--- src/rtl/host_link_pkg.sv ---
// Shared definitions for the host command link: framing bytes, command codes
// and the decoder state encoding.
package host_link_pkg;

    localparam logic [7:0] SYNC_BYTE = 8'hA5;
    localparam logic [7:0] ACK_BYTE  = 8'h06;
    localparam logic [7:0] NAK_BYTE  = 8'h15;

    localparam int unsigned NUM_EVENTS = 11;

    localparam logic [7:0] CMD_BLACK_TO_PLAY        = 8'h00;
    localparam logic [7:0] CMD_WHITE_TO_PLAY        = 8'h01;
    localparam logic [7:0] CMD_BLACK_WINS           = 8'h02;
    localparam logic [7:0] CMD_WHITE_WINS           = 8'h03;
    localparam logic [7:0] CMD_DRAW_GAME            = 8'h04;
    localparam logic [7:0] CMD_NORMAL_WAIT          = 8'h05;
    localparam logic [7:0] CMD_PLAYER_MUST_JUMP     = 8'h06;
    localparam logic [7:0] CMD_MORE_JUMPS_AVAILABLE = 8'h07;
    localparam logic [7:0] CMD_UNRECOVERABLE_ERROR  = 8'h08;
    localparam logic [7:0] CMD_DRAW_OFFER           = 8'h09;
    localparam logic [7:0] CMD_DID_NOT_MOVE         = 8'h0A;
    localparam logic [7:0] CMD_PING                 = 8'h0B;

    // Legacy-compatible state encoding shared with the display integration.
    typedef logic [1:0] link_state_t;
    localparam link_state_t HUNT     = 2'd0;
    localparam link_state_t GOT_SYNC = 2'd1;
    localparam link_state_t GOT_CMD  = 2'd2;
    localparam link_state_t RESPOND  = 2'd3;

    // One-hot pulse vector for an event command; all zero for anything else.
    function automatic logic [NUM_EVENTS-1:0] cmd_onehot(input logic [7:0] cmd);
        logic [NUM_EVENTS-1:0] one;
        one = NUM_EVENTS'(1);
        if (cmd <= CMD_DID_NOT_MOVE) begin
            return one << cmd[3:0];
        end
        return '0;
    endfunction

endpackage

--- src/rtl/host_command_decoder_if.sv ---
// Byte-level link between the UART receiver/transmitter and the command decoder.
interface host_command_decoder_if;

    logic [7:0] rx_data;
    logic       rx_valid;
    logic [7:0] tx_data;
    logic       tx_valid;
    logic       tx_ready;

    // master: the UART side, which supplies bytes and sinks responses
    modport master (
        output rx_data,
        output rx_valid,
        output tx_ready,
        input  tx_data,
        input  tx_valid
    );

    modport slave (
        input  rx_data,
        input  rx_valid,
        input  tx_ready,
        output tx_data,
        output tx_valid
    );

endinterface

--- src/rtl/link_timeout_counter.sv ---
// Inter-byte watchdog: counts enabled cycles since the last clear and flags
// the cycle on which the count reaches Limit-1.
module link_timeout_counter #(
    parameter int unsigned Limit = 16
) (
    input  logic clk,
    input  logic rst_n,
    input  logic clear,
    input  logic enable,
    output logic expired
);

    localparam int unsigned CntW = (Limit > 2) ? $clog2(Limit) : 1;

    logic [CntW-1:0] cnt_q;

    always_ff @(posedge clk or negedge rst_n) begin
        if (!rst_n) begin
            cnt_q <= '0;
        end else if (clear) begin
            cnt_q <= '0;
        end else if (enable) begin
            cnt_q <= cnt_q + 1'b1;
        end
    end

    assign expired = enable && (cnt_q == CntW'(Limit - 1));

endmodule

--- src/rtl/host_command_decoder.sv ---
// Frames SYNC/CMD/~CMD packets from the host, emits one-cycle status pulses,
// answers each packet with ACK/NAK and keeps a saturating link-error count.
module host_command_decoder
    import host_link_pkg::*;
#(
    parameter int unsigned TIMEOUT_CYCLES = 1000000
) (
    input  logic                  clk,
    input  logic                  rst_n,
    host_command_decoder_if.slave link,
    output logic [NUM_EVENTS-1:0] event_pulse,
    output logic [7:0]            err_count,
    output logic                  busy
);

    link_state_t           state_q, state_d;
    logic [7:0]            cmd_q, cmd_d;
    logic [7:0]            tx_data_q, tx_data_d;
    logic [NUM_EVENTS-1:0] event_q, event_d;
    logic [7:0]            err_q;
    logic                  err_inc;
    logic                  timeout_en;
    logic                  timeout_hit;

    assign timeout_en = (state_q == GOT_SYNC) || (state_q == GOT_CMD);

    link_timeout_counter #(
        .Limit (TIMEOUT_CYCLES)
    ) u_timeout (
        .clk     (clk),
        .rst_n   (rst_n),
        .clear   (link.rx_valid),
        .enable  (timeout_en),
        .expired (timeout_hit)
    );

    always_comb begin
        state_d   = state_q;
        cmd_d     = cmd_q;
        tx_data_d = tx_data_q;
        event_d   = '0;
        err_inc   = 1'b0;

        unique case (state_q)
            HUNT: begin
                if (link.rx_valid && (link.rx_data == SYNC_BYTE)) begin
                    state_d = GOT_SYNC;
                end
            end

            GOT_SYNC: begin
                // A received byte always takes priority over a same-cycle expiry.
                if (link.rx_valid) begin
                    cmd_d   = link.rx_data;
                    state_d = GOT_CMD;
                end else if (timeout_hit) begin
                    state_d = HUNT;
                    err_inc = 1'b1;
                end
            end

            GOT_CMD: begin
                if (link.rx_valid) begin
                    state_d = RESPOND;
                    if (link.rx_data != ~cmd_q) begin
                        tx_data_d = NAK_BYTE;
                        err_inc   = 1'b1;
                    end else if (cmd_q <= CMD_DID_NOT_MOVE) begin
                        event_d   = cmd_onehot(cmd_q);
                        tx_data_d = ACK_BYTE;
                    end else if (cmd_q == CMD_PING) begin
                        tx_data_d = ACK_BYTE;
                    end else begin
                        tx_data_d = NAK_BYTE;
                        err_inc   = 1'b1;
                    end
                end else if (timeout_hit) begin
                    state_d = HUNT;
                    err_inc = 1'b1;
                end
            end

            RESPOND: begin
                // No backpressure on the receiver, so bytes arriving now are lost.
                if (link.rx_valid) begin
                    err_inc = 1'b1;
                end
                if (link.tx_ready) begin
                    state_d   = HUNT;
                    tx_data_d = '0;
                end
            end

            default: begin
                state_d = HUNT;
            end
        endcase
    end

    always_ff @(posedge clk or negedge rst_n) begin
        if (!rst_n) begin
            state_q   <= HUNT;
            cmd_q     <= '0;
            tx_data_q <= '0;
            event_q   <= '0;
            err_q     <= '0;
        end else begin
            state_q   <= state_d;
            cmd_q     <= cmd_d;
            tx_data_q <= tx_data_d;
            event_q   <= event_d;
            if (err_inc && (err_q != 8'hFF)) begin
                err_q <= err_q + 8'd1;
            end
        end
    end

    assign link.tx_data  = tx_data_q;
    assign link.tx_valid = (state_q == RESPOND);
    assign event_pulse   = event_q;
    assign err_count     = err_q;
    assign busy          = (state_q != HUNT);

endmodule
--- src/flat_wrapper.sv ---
// flat-port wrapper written by rule: the top's interface ports become plain ports
module host_command_decoder_flat import host_link_pkg::*;
#(
    parameter int unsigned TIMEOUT_CYCLES = 1000000
)
  (clk, rst_n, event_pulse, err_count, busy, link_rx_data, link_rx_valid, link_tx_ready, link_tx_data, link_tx_valid);
  host_command_decoder_if link_i ();
  input  logic clk;
  input  logic rst_n;
  output logic [NUM_EVENTS-1:0] event_pulse;
  output logic [7:0] err_count;
  output logic busy;
  input wire logic [$bits(link_i.rx_data)-1:0] link_rx_data;
  input wire logic [$bits(link_i.rx_valid)-1:0] link_rx_valid;
  input wire logic [$bits(link_i.tx_ready)-1:0] link_tx_ready;
  output wire logic [$bits(link_i.tx_data)-1:0] link_tx_data;
  output wire logic [$bits(link_i.tx_valid)-1:0] link_tx_valid;
  assign link_i.rx_data = link_rx_data;
  assign link_i.rx_valid = link_rx_valid;
  assign link_i.tx_ready = link_tx_ready;
  assign link_tx_data = link_i.tx_data;
  assign link_tx_valid = link_i.tx_valid;
  host_command_decoder #(.TIMEOUT_CYCLES(TIMEOUT_CYCLES)) u_core (.clk(clk), .rst_n(rst_n), .link(link_i), .event_pulse(event_pulse), .err_count(err_count), .busy(busy));
endmodule
--- config.mk ---
export PLATFORM = sky130hd
export DESIGN_NAME = host_command_decoder_flat
export DESIGN_NICKNAME = d
export VERILOG_FILES = /design/src/rtl/host_link_pkg.sv /design/src/rtl/host_command_decoder_if.sv /design/src/rtl/link_timeout_counter.sv /design/src/rtl/host_command_decoder.sv /design/src/flat_wrapper.sv
export SDC_FILE = /design/constraint.sdc
export NUM_CORES = 1
export LEC_CHECK = 0
export ABC_AREA = 1
export BUFFER_PORTS_ARGS = -buffer_cell sky130_fd_sc_hd__buf_2
export CORE_MARGIN = 4
export CORE_UTILIZATION = 35
export DETAILED_ROUTE_END_ITERATION = 12
export GPL_TIMING_DRIVEN = 0
export SLEW_MARGIN = 15
export SYNTH_ARGS = -nofsm -noshare
export SYNTH_HDL_FRONTEND = slang
export SYNTH_SLANG_ARGS = --single-unit
--- constraint.sdc ---
create_clock -name clk -period 2 [get_ports clk]
set_input_delay 0.3 -clock clk [delete_from_list [all_inputs] [get_ports clk]]
set_output_delay 0.3 -clock clk [all_outputs]
set_load 0.01 [all_outputs]
### Word level (Yosys, flattened, before mapping)

Index checks and enable logic that the tools add are counted.
Widths: inputs -> output; s select.

| word-level totals | value |
|---|---|
| latch bits | 0 |
| RAM bits | 0 |
| input port bits | 12 |
| bits in read-only memories | 0 |
| memories | 0 |
| register bits after elaboration | 57 |
| output and inout port bits | 29 |
| word-level logic and storage cells | 64 |

| cells by class | value |
|---|---|
| multiply operators | 0 |
| shift operators | 1 |
| magnitude comparators | 1 |
| $add $sub $neg | 2 |
| div/mod/pow operators | 0 |
| multiplexer cells | 31 |
| bitwise gates (word level) | 1 |
| eq/ne operators | 11 |
| reduce and logical (&&, ||, !) cells | 11 |

Operator list:

| operator | number |
|---|---|
| $mux 11 | 5 |
| $mux 20 | 2 |
| $mux 8 | 4 |
| $add 20x1->20 const B | 1 |
| $eq 20x20->1 const B | 1 |
| $pmux 8 s2 | 1 |
| $mux 1 | 11 |
| $shl 1x4->11 const A | 1 |
| $mux 2 | 5 |
| $add 8x1->8 const B | 1 |
| $eq 8x4->1 const B | 1 |
| $eq 8x8->1 const B | 1 |
| $le 8x4->1 const B | 1 |
| $ne 8x8->1 | 1 |
| $ne 8x8->1 const B | 1 |
| $not 8->8 | 1 |
| $pmux 2 s4 | 1 |
| $reduce_bool 2->1 | 3 |
| $mux 5 | 1 |
| $eq 2x2->1 const B | 2 |
| $ne 2x2->1 const B | 2 |
| $reduce_and 2->1 | 2 |
| $logic_and 1x1->1 | 3 |
| $pmux 1 s3 | 1 |
| other kinds (5) | 5 |

### Longest topological paths before layout

Gate-level depths: netlist (run 1).

| logic depth | value |
|---|---|
| depth after elaboration | 10 |
| gate-level depth with buffers | 13 |
| gate-level depth less buffers | 13 |

### Hierarchy

Synthesis (run 1) repeated with hierarchy kept, for this count alone.

| unflattened totals | value |
|---|---|
| cell total of the unflattened synthesis | 392 |
| area total of the unflattened synthesis | 2999.1 sq um |

Modules (own cells, without submodules):

| module | area each (sq um) | cells each | times used | sequential area each (sq um) |
|---|---|---|---|---|
| host_command_decoder | 1784.2 | 226 | 1 | 800.8 |
| link_timeout_counter | 1214.9 | 166 | 1 | 500.5 |

### Least setup slack after synthesis (run 1)

OpenSTA, ideal clock, no wires.

| timing path | value |
|---|---|
| path type | reg2reg |
| from | register u_core.state_q[0] |
| to | register u_core.err_q[6] (netlist: u_core.err_count[6]) |
| required time | 1.883 ns |
| cell stages (with the launch flop) | 14 |
| period minus slack after synthesis | 1.776 ns |
| path slack | 0.224 ns |
| arrival time | 1.659 ns |
| setup time | 0.117 ns |
| buffers on the path | 0 |
| cells stage by stage | dfrtp_1 > inv_1 > ha_1 > nand2_1 > inv_1 > nand2_1 > nor2_1 > nand3_2 > a21oi_2 > nand2_2 > nand2_4 > nand2_4 > nand2_2 > nand2_1 |

| on the way | value |
|---|---|
| word-level cells in the longest chain between the ends | 7 |
| elaborated cells on any way between the ends | 10 |
| those cells by class | eq/ne: 3; mux: 4; reduce/logical: 3 |

RTL lines:

| element | line | RTL |
|---|---|---|
| start: declaration | host_command_decoder.sv:16 | `link_state_t state_q, state_d;` |
| start signal: assignment | host_command_decoder.sv:108 | `state_q <= state_d;` |
| $eq 2x1->1 / $eq 2x2->1 (equally long branches) | host_command_decoder.sv:25, host_command_decoder.sv:44 |  |
| $logic_or 1x1->1 | host_command_decoder.sv:25 | `assign timeout_en = (state_q == GOT_SYNC) \|\| (state_q == GOT_CMD);` |
| $logic_and 1x1->1 | link_timeout_counter.sv:27 | `assign expired = enable && (cnt_q == CntW'(Limit - 1));` |
| $mux 1 | host_command_decoder.sv:56, host_command_decoder.sv:77 |  |
| $mux 1, on equally long branches | host_command_decoder.sv:63, host_command_decoder.sv:53 |  |
| $pmux 1 s3 (*) | host_command_decoder.sv:44 | `unique case (state_q)` |
| $logic_and 1x1->1 (*) | host_command_decoder.sv:112 | `if (err_inc && (err_q != 8'hFF)) begin` |
| end signal: assignment | host_command_decoder.sv:113 | `err_q <= err_q + 8'd1;` |
| end: declaration | host_command_decoder.sv:20 | `logic [7:0] err_q;` |

Mark *: on every way between the ends. The rest lies on a longest branch, timed or not.
A chain may end at the register's enable or synchronous reset.

### Worst setup path after layout (run 1)

| timing path | value |
|---|---|
| from | register u_core.state_q[1] |
| to | register u_core.err_q[7] (netlist: u_core.err_count[7]) |

Same word-level chain as after synthesis.

==> reports/metrics.yaml, run 1 <==
run_status:
  status: "completed"
pwr:
  swShare_pct: 37.8
  p_seq_share_pct: 43.6
  ir_drop_uv: 483
  p_per_area_nw_per_um2: 973
  power.share.clock_pct: 20.0
  p_comb_share_pct: 36.4
  p_leak_nw: 1.62
  p_int_mw: 1.98
  p_sw_mw: 1.20
layout:
  mostFrequentLayoutCells: "79 x nand2_1, 52 x dfrtp_1, 41 x nor2_1, 38 x inv_1, 36 x buf_2"
  drive_above_1_share_pct: 22.6
  fillers: 809
  diodes: 0
  layout.cells.non_filler: 509
  mostFrequentLayoutCell: "nand2_1"
  syn2layout_area_growth_pct: 17.5
  num-nets-final: 424
grt:
  grt_pass1_vias: 2325
  grt_max_degree: 53
  overflow: 0
  grt_first_pass_wirelength_um: 10600
  grt_antenna_before_repair: 0
  track_usage_pct: 13.3
route:
  drtPass1Iterations: 4
  post_drt_via_cell_ratio: 4.61
  routed_wl_um: 6020
  ant_nets: 0
  drt-initial-drc-count: 134
  wl_per_cell_um: 11.8
  route.detailed.drc: 0
  vias: 2346
setup_path:
  reg2reg_depth: 13
  r2r_setup_slack_ns: 0.13
  cp-end-kind: "flop"
  timing.rr.end: "u_core.err_count[7]"
  cp_max_fo: 8
  crit_path_start_kind: "flop"
  r2r-start: "u_core.state_q[1]"
  critPathKind: "reg2reg"
  critPathRequiredTime_ns: 2.21
  cp.arrival_ns: 2.08
floorplanning:
  die_h_um: 97.2
  placeableCoreArea_um2: 7730
  initial_core_util_pct: 36.0
  dieWidth_um: 97.2
  ioPinCount: 41
  num_rows: 32
  fp.dieArea_um2: 9450
sta:
  fmax_ghz: 0.533
  worst_pin_slew_ns: 0.677
  final-hold-violation-count: 0
  fin_hold_ws_ns: 0.0282
  drv_slew: 0
  min_period_ns: 1.87
  slew_headroom_pct: 54.9
  setup_viol: 0
  post-route-period-util_pct: 93.7
  skew_ns: 0.0106
clock_tree:
  postCtsHoldBufs: 0
  ctsHtreeMaxLevel: 2
  clkSinkCount: 52
  worstSkewPairLatency_ns: 0.31
  clockBufferDepth: 2
  cts_tree: "yes"
  clockRootBuffer: "clkbuf_8"
  cts_buffers: 5
  cts.reportedPaths.clkPinSlew_ns: 0.10
logic_synthesis:
  synth.yosys.seq_area_share_pct: 46.7
  synth-seq-cells: 52
  ys_warn_count: 0
  synthDistinctLibCells: 35
  synthCells: 354
  synthesis.area_um2: 2790
  synth.avg_cell_area_um2: 7.87
placement:
  io_buffer_count: 36
  placed_cells: 495
  hpwl_um: 4430
  routabilityCongestion: 0.782
hold_path:
  hp-class: "in2async"
job:
  max_cap_viol_count: 0
==> stage by stage <==
step / utilization, % / power, mW / setup TNS (ns) / instance area (um^2) / setup WS [ns]
after CTS: 41.7 / 3.15 / 0 / 3220 / 0.0443
final: 42.3 / 3.18 / 0 / 3270 / 0.125
after global placement: 40.2 / 2.42 / -0.191 / 3100 / -0.0292
after global routing: 42.3 / 3.45 / -0.0327 / 3270 / -0.0117
after detailed placement: 40.2 / 2.44 / -0.573 / 3110 / -0.0757
after floorplan: - / 2.13 / 0 / 2800 / 0.224
==> kinds of logic after synthesis <==
family | after synthesis | share of synthesized area (%)
and+or+nand+nor | 184 | 29.7
buffers and inverters | 57 | 8.40
DFF | 52 | 46.7
AOI/OAI and AO/OA | 47 | 10.1
xor gates and xnor gates | 7 | 2.20
adders and majority gates | 6 | 2.70
other | 1 | 0.135
==> critical path, stage by stage (launching register included) <==
cell and delay [ns]:
dfrtp_1 0.42, inv_2 0.09, ha_4 0.31, nand2_1 0.06
inv_1 0.05, nand2_1 0.04, nor2_1 0.13, nand3_2 0.12
a21oi_2 0.15, nand2_2 0.08, nand2_4 0.10, nand2_4 0.11
nand2_2 0.08, nand2_1 0.05
==> registers in the layout, summed over array words and instances, names as in the netlist <==
signal                  cells
u_core.err_count            8
u_core.link.tx_data         3
u_core.event_pulse         11
u_core.cmd_q                8
u_core.u_timeout.cnt_q     20
u_core.state_q              2
==> timing repair <==
action,CTS,global route
gates resized for setup,2,4
buffers inserted,1,5
pin swaps,0,4
endpoints found under the setup margin,11,13
==> metal layers <==
layer	vias up	global-route usage, %	wire (um)	part of all wire [%]
li1	1225	-	-	-
met1	1091	17.5	2920	49
met2	23	22.5	2880	48
met3	7	2.08	137	2.3
met4	0	4.21	79	1.3
met5	-	0	0	0
==> power groups by stage <==
stage	registers, mW	logic (mW)	clock network [mW]
6_report	1.39	1.16	0.637
4_1_cts	1.39	1.10	0.662
3_5_place_dp	1.42	1.02	0
3_3_place_gp	1.41	1.00	0
2_1_floorplan	1.41	0.719	0
5_1_grt	1.42	1.31	0.711
==> synth_stat cells, drive strengths merged <==
library cell / count / area, um^2
a21o: 1 / 7.51
a21oi: 18 / 93.8
a221oi: 1 / 8.76
a22oi: 1 / 7.51
a31oi: 1 / 21.3
buf: 6 / 42.5
clkbuf: 2 / 7.51
conb: 1 / 3.75
dfrtp: 52 / 1300
ha: 6 / 75.1
inv: 49 / 184
nand2: 90 / 375
nand3: 34 / 175
nand4: 3 / 18.8
nor2: 48 / 198
nor3: 5 / 30.0
nor3b: 1 / 12.5
nor4: 2 / 12.5
o21a: 4 / 30.0
o21ai: 19 / 95.1
o221a: 1 / 11.3
o22ai: 1 / 6.26
or2: 1 / 6.26
xnor2: 2 / 17.5
xor2: 5 / 43.8
==> worst max-delay path by stage <==
stage                                     end               from
after floorplan           u_core.err_count[6]  u_core.state_q[0]
after global placement    u_core.err_count[7]  u_core.state_q[0]
after detailed placement  u_core.err_count[7]  u_core.state_q[0]
after CTS                 u_core.err_count[6]  u_core.state_q[1]
after global routing      u_core.err_count[6]  u_core.state_q[1]
final                     u_core.err_count[7]  u_core.state_q[1]
==> final cells by class <==
| class | instances | area (um^2) | share of cell area, % |
|---|---|---|---|
| Buffer | 8 | 50.0 | 1.53 |
| Clock buffer | 6 | 82.6 | 2.52 |
| Clock inverter | 2 | 15.0 | 0.459 |
| Inverter | 49 | 184 | 5.62 |
| Multi-Input combinational cell | 248 | 1280 | 39.2 |
| Sequential cell | 52 | 1300 | 39.8 |
| Tap cell | 102 | 128 | 3.90 |
| Timing Repair Buffer | 42 | 228 | 6.96 |
No activity file was read; power rests on OpenSTA's default activity.
==> inputs of run 2 (changes only) <==
- ABC_AREA: 1 -> unset
==> run 2 against run 1 <==
  * The flow now finishes with violations (hold timing, setup timing)
  * Worst hold slack lost 0.034 ns
  * Clock skew grew 0.0049 ns
  * Setup slack lost 0.29 ns
  * Cell count shrank 21%
  * Highest routed layer unchanged
==> reports/metrics.yaml, run 2 <==
run_status:
  status: "finished with violations"
  violations: "hold timing, setup timing"
pwr:
  p_comb_share_pct: 37.2  # +0.8 points
  swShare_pct: 36.0  # -1.8 points
  p_seq_share_pct: 43.1  # -0.5 points
  power.share.clock_pct: 19.7  # -0.3 points
  p_int_mw: 2.09  # +5.6%
  p_sw_mw: 1.17  # -2.4%
  p_per_area_nw_per_um2: 1020  # +4.8%
  ir_drop_uv: 531  # +10%
  p_leak_nw: 1.51  # -6.5%
sta:
  rsz0062_at_grt: "yes"
  skew_ns: 0.0155  # +0.00493 ns
  post-route-period-util_pct: 108  # +14 points
  setup_viol: 8  # +8
  tns_ns: -0.858  # -0.858 ns
  drv_slew: 0  # unchanged
  slew_headroom_pct: 56.0  # +1.2 points
  final-hold-violation-count: 5  # +5
  fin_hold_ws_ns: -0.00621  # -0.0344 ns
  fmax_ghz: 0.463  # -13%
  worst_pin_slew_ns: 0.660  # -0.0173 ns
  setup_ws_ns: -0.162  # -0.287 ns
  min_period_ns: 2.16  # +0.287 ns
logic_synthesis:
  synth.avg_cell_area_um2: 10.4  # +33%
  ys_warn_count: 0  # unchanged
  synth.area.top_cells: "dfrtp_1 51%, xor2_1 5.2%, nor2_1 4.7%"
  synth-edff-count: 0  # unchanged
  ys_async_sr_fraction_pct: 100  # unchanged
  synth_common_cells: "52 x dfrtp_1, 32 x nor2_1, 18 x nand2_1, 15 x xor2_1"
  synth.largest_area_cell: "dfrtp_1"
  synthesis.area_um2: 2540  # -8.7%
  synthFlopType: "dfrtp_1"
  synthDistinctLibCells: 47  # +34%
  synth_top_area_share_pct: 51.2  # +4.4 points
  synth.yosys.seq_area_share_pct: 51.2  # +4.4 points
  synthCells: 244  # -31%
  synth_most_common_cell: "dfrtp_1"
  synth-seq-cells: 52  # unchanged
clock_tree:
  cts_tree: "yes"
  worstSkewPairLatency_ns: 0.32  # about the same
  cts.reportedPaths.clkPinSlew_ns: 0.10  # about the same
  ctsHtreeMaxLevel: 2  # unchanged
  clockRootBuffer: "clkbuf_8"
  cts_buffers: 5  # unchanged
  clkSinkCount: 52  # unchanged
  clockBufferDepth: 2  # unchanged
route:
  drt-initial-drc-count: 88  # -34%
  drtPass1Iterations: 4  # unchanged
  routed_wl_um: 5220  # -13%
  wl_per_cell_um: 12.9  # +9.5%
  post_drt_via_cell_ratio: 4.73  # +2.7%
  ant_nets: 0  # unchanged
  route.detailed.drc: 0  # unchanged
  vias: 1908  # -19%
setup_path:
  cp.arrival_ns: 2.37  # +0.29 ns
  cp-end-kind: "flop"
  critPathKind: "reg2reg"
  crit_family: "simple AND/OR/NAND/NOR gates"
  slowest_delay_ns: 0.55  # +0.13 ns
  crit_path_start_kind: "flop"
  path_buf_inv: 0  # -2
  critPathSlowestCell: "or4b_4"
  cp_max_fo: 8  # unchanged
  critPathRequiredTime_ns: 2.20  # about the same
  crit_chain: "or4b_4, nor4_4, a32oi_2, a21oi_4, mux2_4"
floorplanning:
  dieWidth_um: 93.3  # -4.1%
  ioPinCount: 41  # unchanged
  initial_core_util_pct: 36.6  # +0.59 points
  placeableCoreArea_um2: 6940  # -10%
  fp.dieArea_um2: 8700  # -8.0%
  num_rows: 30  # -6.3%
  die_h_um: 93.3  # -4.1%
layout:
  postLayoutCoreUtil_pct: 46.1  # +3.8 points
  largest_register_ffs: 20  # unchanged
  syn2layout_area_growth_pct: 25.9
  diodes: 0  # unchanged
  drive_above_1_share_pct: 31.3  # +8.7 points
  num-nets-final: 324  # -24%
  mostFrequentLayoutCells: "52 x dfrtp_1, 35 x buf_2, 30 x nor2_1, 22 x buf_4, 18 x nand2_1"
  mostFrequentLayoutCell: "dfrtp_1"
  regMostFlops: "u_core.u_timeout.cnt_q"
grt:
  grt_pass1_vias: 1862  # -20%
  grt_max_degree: 53  # unchanged
  grt_first_pass_wirelength_um: 8870  # -16%
  grt_antenna_before_repair: 0  # unchanged
  track_usage_pct: 12.7  # -0.61 points
  overflow: 0  # unchanged
hold_path:
  hp-class: "in2async"
job:
  max_cap_viol_count: 0  # unchanged
placement:
  hpwl_um: 3570  # -19%
  routabilityCongestion: 0.714  # -8.7%
  io_buffer_count: 36  # unchanged
-- run 2: cells by family after synthesis --
logic type,share of synthesized area [%]
AOI/OAI and AO/OA,6.89
xor gates and xnor gates,8.95
adders and majority gates,2.95
buffers and inverters,3.64
DFF,51.2
muxes,5.16
other,0.147
and+or+nand+nor,21.1
-- run 2: final timing paths --
kind | from | endpoint | slack [ns] | depth (start not counted)
max | u_core.u_timeout.cnt_q[15] | u_core.err_count[1] | -0.16 | 5
min | rst_n | u_core.u_timeout.cnt_q[7] | -0.006 | 1
max reg2reg | u_core.u_timeout.cnt_q[15] | u_core.err_count[1] | -0.16 | 5
min reg2reg | u_core.link.tx_data[1] | u_core.link.tx_data[1] | 0.50 | 2
max in group asynchronous | rst_n | u_core.u_timeout.cnt_q[4] | 1.55 | 1
min in group clk | link_rx_data[1] | u_core.cmd_q[1] | 0.24 | 2
-- run 2: what timing repair did --
| action | in CTS | in global routing |
|---|---|---|
| endpoints found under the setup margin | 17 | 25 |
| pin swaps | 10 | 16 |
| buffers inserted | 6 | 10 |
| resized for setup | 6 | 21 |
| hold buffers | 0 | 0 |
-- run 2: metal layers --
| layer | wire length [um] | track usage [%] | vias to the layer above | part of all wire (%) |
|---|---|---|---|---|
| met5 | 0 | 0 | - | 0 |
| met4 | 101 | 5.49 | 0 | 1.9 |
| met3 | 216 | 2.57 | 7 | 4.1 |
| met2 | 2440 | 19.5 | 36 | 47 |
| met1 | 2460 | 17.4 | 907 | 47 |
| li1 | - | - | 958 | - |
-- run 2: final cells by class --
| class | instances | area, um^2 |
|---|---|---|
| Clock inverter | 3 | 26.3 |
| Tap cell | 96 | 120 |
| Sequential cell | 52 | 1300 |
| Buffer | 12 | 86.3 |
| Fill cell | 643 | 3740 |
| Multi-Input combinational cell | 176 | 1270 |
| Inverter | 7 | 26.3 |
| Clock buffer | 5 | 68.8 |
| Timing Repair Buffer | 52 | 303 |
-- run 2: power by group through the flow --
stage | clock network [mW] | registers [mW] | logic [mW]
after floorplan | 0 | 1.40 | 0.709
after CTS | 0.667 | 1.39 | 1.04
after global routing | 0.709 | 1.44 | 1.34
final | 0.645 | 1.41 | 1.22
after global placement | 0 | 1.40 | 0.969
after detailed placement | 0 | 1.41 | 0.990
-- run 2: stage by stage --
stage / instance area [um^2] / power, mW / setup WS (ns) / std cells
2_1_floorplan: 2560 / 2.11 / -0.0253 / 247
3_3_place_gp: 2860 / 2.37 / -0.271 / 379
3_5_place_dp: 2860 / 2.40 / -0.298 / 379
4_1_cts: 3040 / 3.09 / -0.179 / 393
5_1_grt: 3200 / 3.49 / -0.240 / 403
6_report: 3200 / 3.27 / -0.162 / 403
==> inputs of run 3 (changes only) <==
- HOLD_SLACK_MARGIN: unset -> 0.06
==> run 3 against run 2 <==
  * Wire length is 0.27% higher
  * Design area up 0.31%
  * Non-clock buffer count rose by 1
  * Clock power about the same
  * The run ends with setup timing left
  * Largest cell class unchanged
  * Worst hold slack gained 0.24 ns
  * Total power about the same
  * Setup slack got worse by 0.0082 ns
  * Critical endpoint unchanged
==> reports/metrics.yaml, run 3 (synthesized netlist as in run 2, its figures left out) <==
layout:
  diodes: 0  # unchanged
  num-nets-final: 325  # +0.31%
  postLayoutCoreUtil_pct: 46.3  # +0.14 points
  syn2layout_area_growth_pct: 26.3
  layout.cells.non_filler: 404  # +0.25%
  largest_register_ffs: 20  # unchanged
  drive_above_1_share_pct: 31.2  # -0.10 points
  regMostFlops: "u_core.u_timeout.cnt_q"
  mostFrequentLayoutCell: "dfrtp_1"
  mostFrequentLayoutCells: "52 x dfrtp_1, 35 x buf_2, 30 x nor2_1, 22 x buf_4, 18 x nand2_1"
floorplanning:
  num_rows: 30  # unchanged
  dieWidth_um: 93.3  # unchanged
  fp.dieArea_um2: 8700  # unchanged
  die_h_um: 93.3  # unchanged
  placeableCoreArea_um2: 6940  # unchanged
  ioPinCount: 41  # unchanged
  initial_core_util_pct: 36.6  # unchanged
sta:
  min_period_ns: 2.17  # +0.00817 ns
  fmax_ghz: 0.461  # -0.38%
  drv_slew: 0  # unchanged
  slew_headroom_pct: 56.5  # +0.54 points
  setup_ws_ns: -0.170  # -0.00817 ns
  setup_viol: 8  # unchanged
  worst_pin_slew_ns: 0.652  # -0.00808 ns
  final-hold-violation-count: 0  # -5
  tns_ns: -0.928  # -0.0696 ns
  rsz0062_at_grt: "yes"
  fin_hold_ws_ns: 0.238  # +0.244 ns
  post-route-period-util_pct: 109  # +0.41 points
  skew_ns: 0.0163  # +0.000785 ns
run_status:
  status: "finished with violations"
  violations: "setup timing"
grt:
  track_usage_pct: 12.7  # unchanged
  grt_first_pass_wirelength_um: 8870  # unchanged
  overflow: 0  # unchanged
  grt_antenna_before_repair: 0  # unchanged
  grt_pass1_vias: 1862  # unchanged
  grt_max_degree: 53  # unchanged
job:
  max_cap_viol_count: 0  # unchanged
setup_path:
  cp-end-kind: "flop"
  critPathKind: "reg2reg"
  critPathRequiredTime_ns: 2.21  # about the same
  cp_max_fo: 8  # unchanged
  cp.arrival_ns: 2.38  # about the same
  crit_path_start_kind: "flop"
placement:
  routabilityCongestion: 0.714  # unchanged
  io_buffer_count: 36  # unchanged
  placed_cells: 379  # unchanged
  hpwl_um: 3570  # unchanged
  post-place-ws_ns: -0.298  # unchanged
clock_tree:
  cts.reportedPaths.clkPinSlew_ns: 0.11  # about the same
  clkSinkCount: 52  # unchanged
  cts_buffers: 5  # unchanged
  clockRootBuffer: "clkbuf_8"
  worstSkewPairLatency_ns: 0.32  # about the same
  ctsHtreeMaxLevel: 2  # unchanged
  cts_tree: "yes"
  clockBufferDepth: 2  # unchanged
route:
  vias: 1906  # -0.10%
  wl_per_cell_um: 12.9  # about the same
  drtPass1Iterations: 4  # unchanged
  met2_wirelength_um: 2440  # about the same
  route.detailed.drc: 0  # unchanged
  ant_nets: 0  # unchanged
  drt-initial-drc-count: 67  # -24%
  top_layer_used: "met4"
  post_drt_via_cell_ratio: 4.72  # -0.35%
  routed_wl_um: 5230  # +0.27%
  met1Wirelength_um: 2480  # +0.57%
  route.met3.wl_um: 215  # -0.46%
pwr:
  ir_drop_uv: 531  # about the same
  p_per_area_nw_per_um2: 1020  # -0.31%
  p_leak_nw: 1.52  # +0.28%
hold_path:
  hp-class: "in2reg"
run 3: through the flow:
| stage | cell area [um^2] | power, mW |
|---|---|---|
| floorplan | 2560 | 2.11 |
| global placement | 2860 | 2.37 |
| detailed placement | 2860 | 2.40 |
| CTS | 3040 | 3.09 |
| global route | 3210 | 3.49 |
| finish | 3210 | 3.27 |
run 3: critical path, stage by stage, from the launching register on:
cell and delay, ns:
dfrtp_1 0.41, or4b_4 0.55, nor4_4 0.33, a32oi_2 0.19, a21oi_4 0.26, mux2_4 0.32
run 3: worst paths after layout:
check	start	to	slack, ns	cells past startpoint
min in group asynchronous	rst_n	u_core.u_timeout.cnt_q[5]	0.54	2
min	link_rx_data[1]	u_core.cmd_q[1]	0.24	2
max	u_core.u_timeout.cnt_q[15]	u_core.err_count[1]	-0.17	5
max in group asynchronous	rst_n	u_core.link.tx_data[2]	1.02	2
min reg2reg	u_core.link.tx_data[1]	u_core.link.tx_data[1]	0.50	2
max reg2reg	u_core.u_timeout.cnt_q[15]	u_core.err_count[1]	-0.17	5
run 3: power by group:
part           leakage [nW]  internal, mW  switching [mW]
clock network        0.0423         0.255           0.388
registers             0.695          1.23           0.178
logic                 0.777         0.609           0.607
run 3: final cells by class:
cell class                      count  area (um^2)
Buffer                             12         86.3
Clock buffer                        5         68.8
Clock inverter                      3         26.3
Fill cell                         642         3730
Inverter                            7         26.3
Multi-Input combinational cell    176         1270
Sequential cell                    52         1300
Tap cell                           96          120
Timing Repair Buffer               53          313
run 3: layer usage:
metal	vias up	GRT usage [%]
met5	-	0
met4	0	5.49
met3	7	2.57
met2	34	19.5
met1	903	17.4
li1	962	-
run 3: timing repair:
| item | CTS | global route |
|---|---|---|
| hold endpoints to repair | 0 | 41 |
| setup endpoints to repair | 17 | 25 |
| pin swaps | 10 | 16 |
| resized for setup | 6 | 21 |
| buffers inserted | 6 | 10 |
| hold buffers | 0 | 1 |
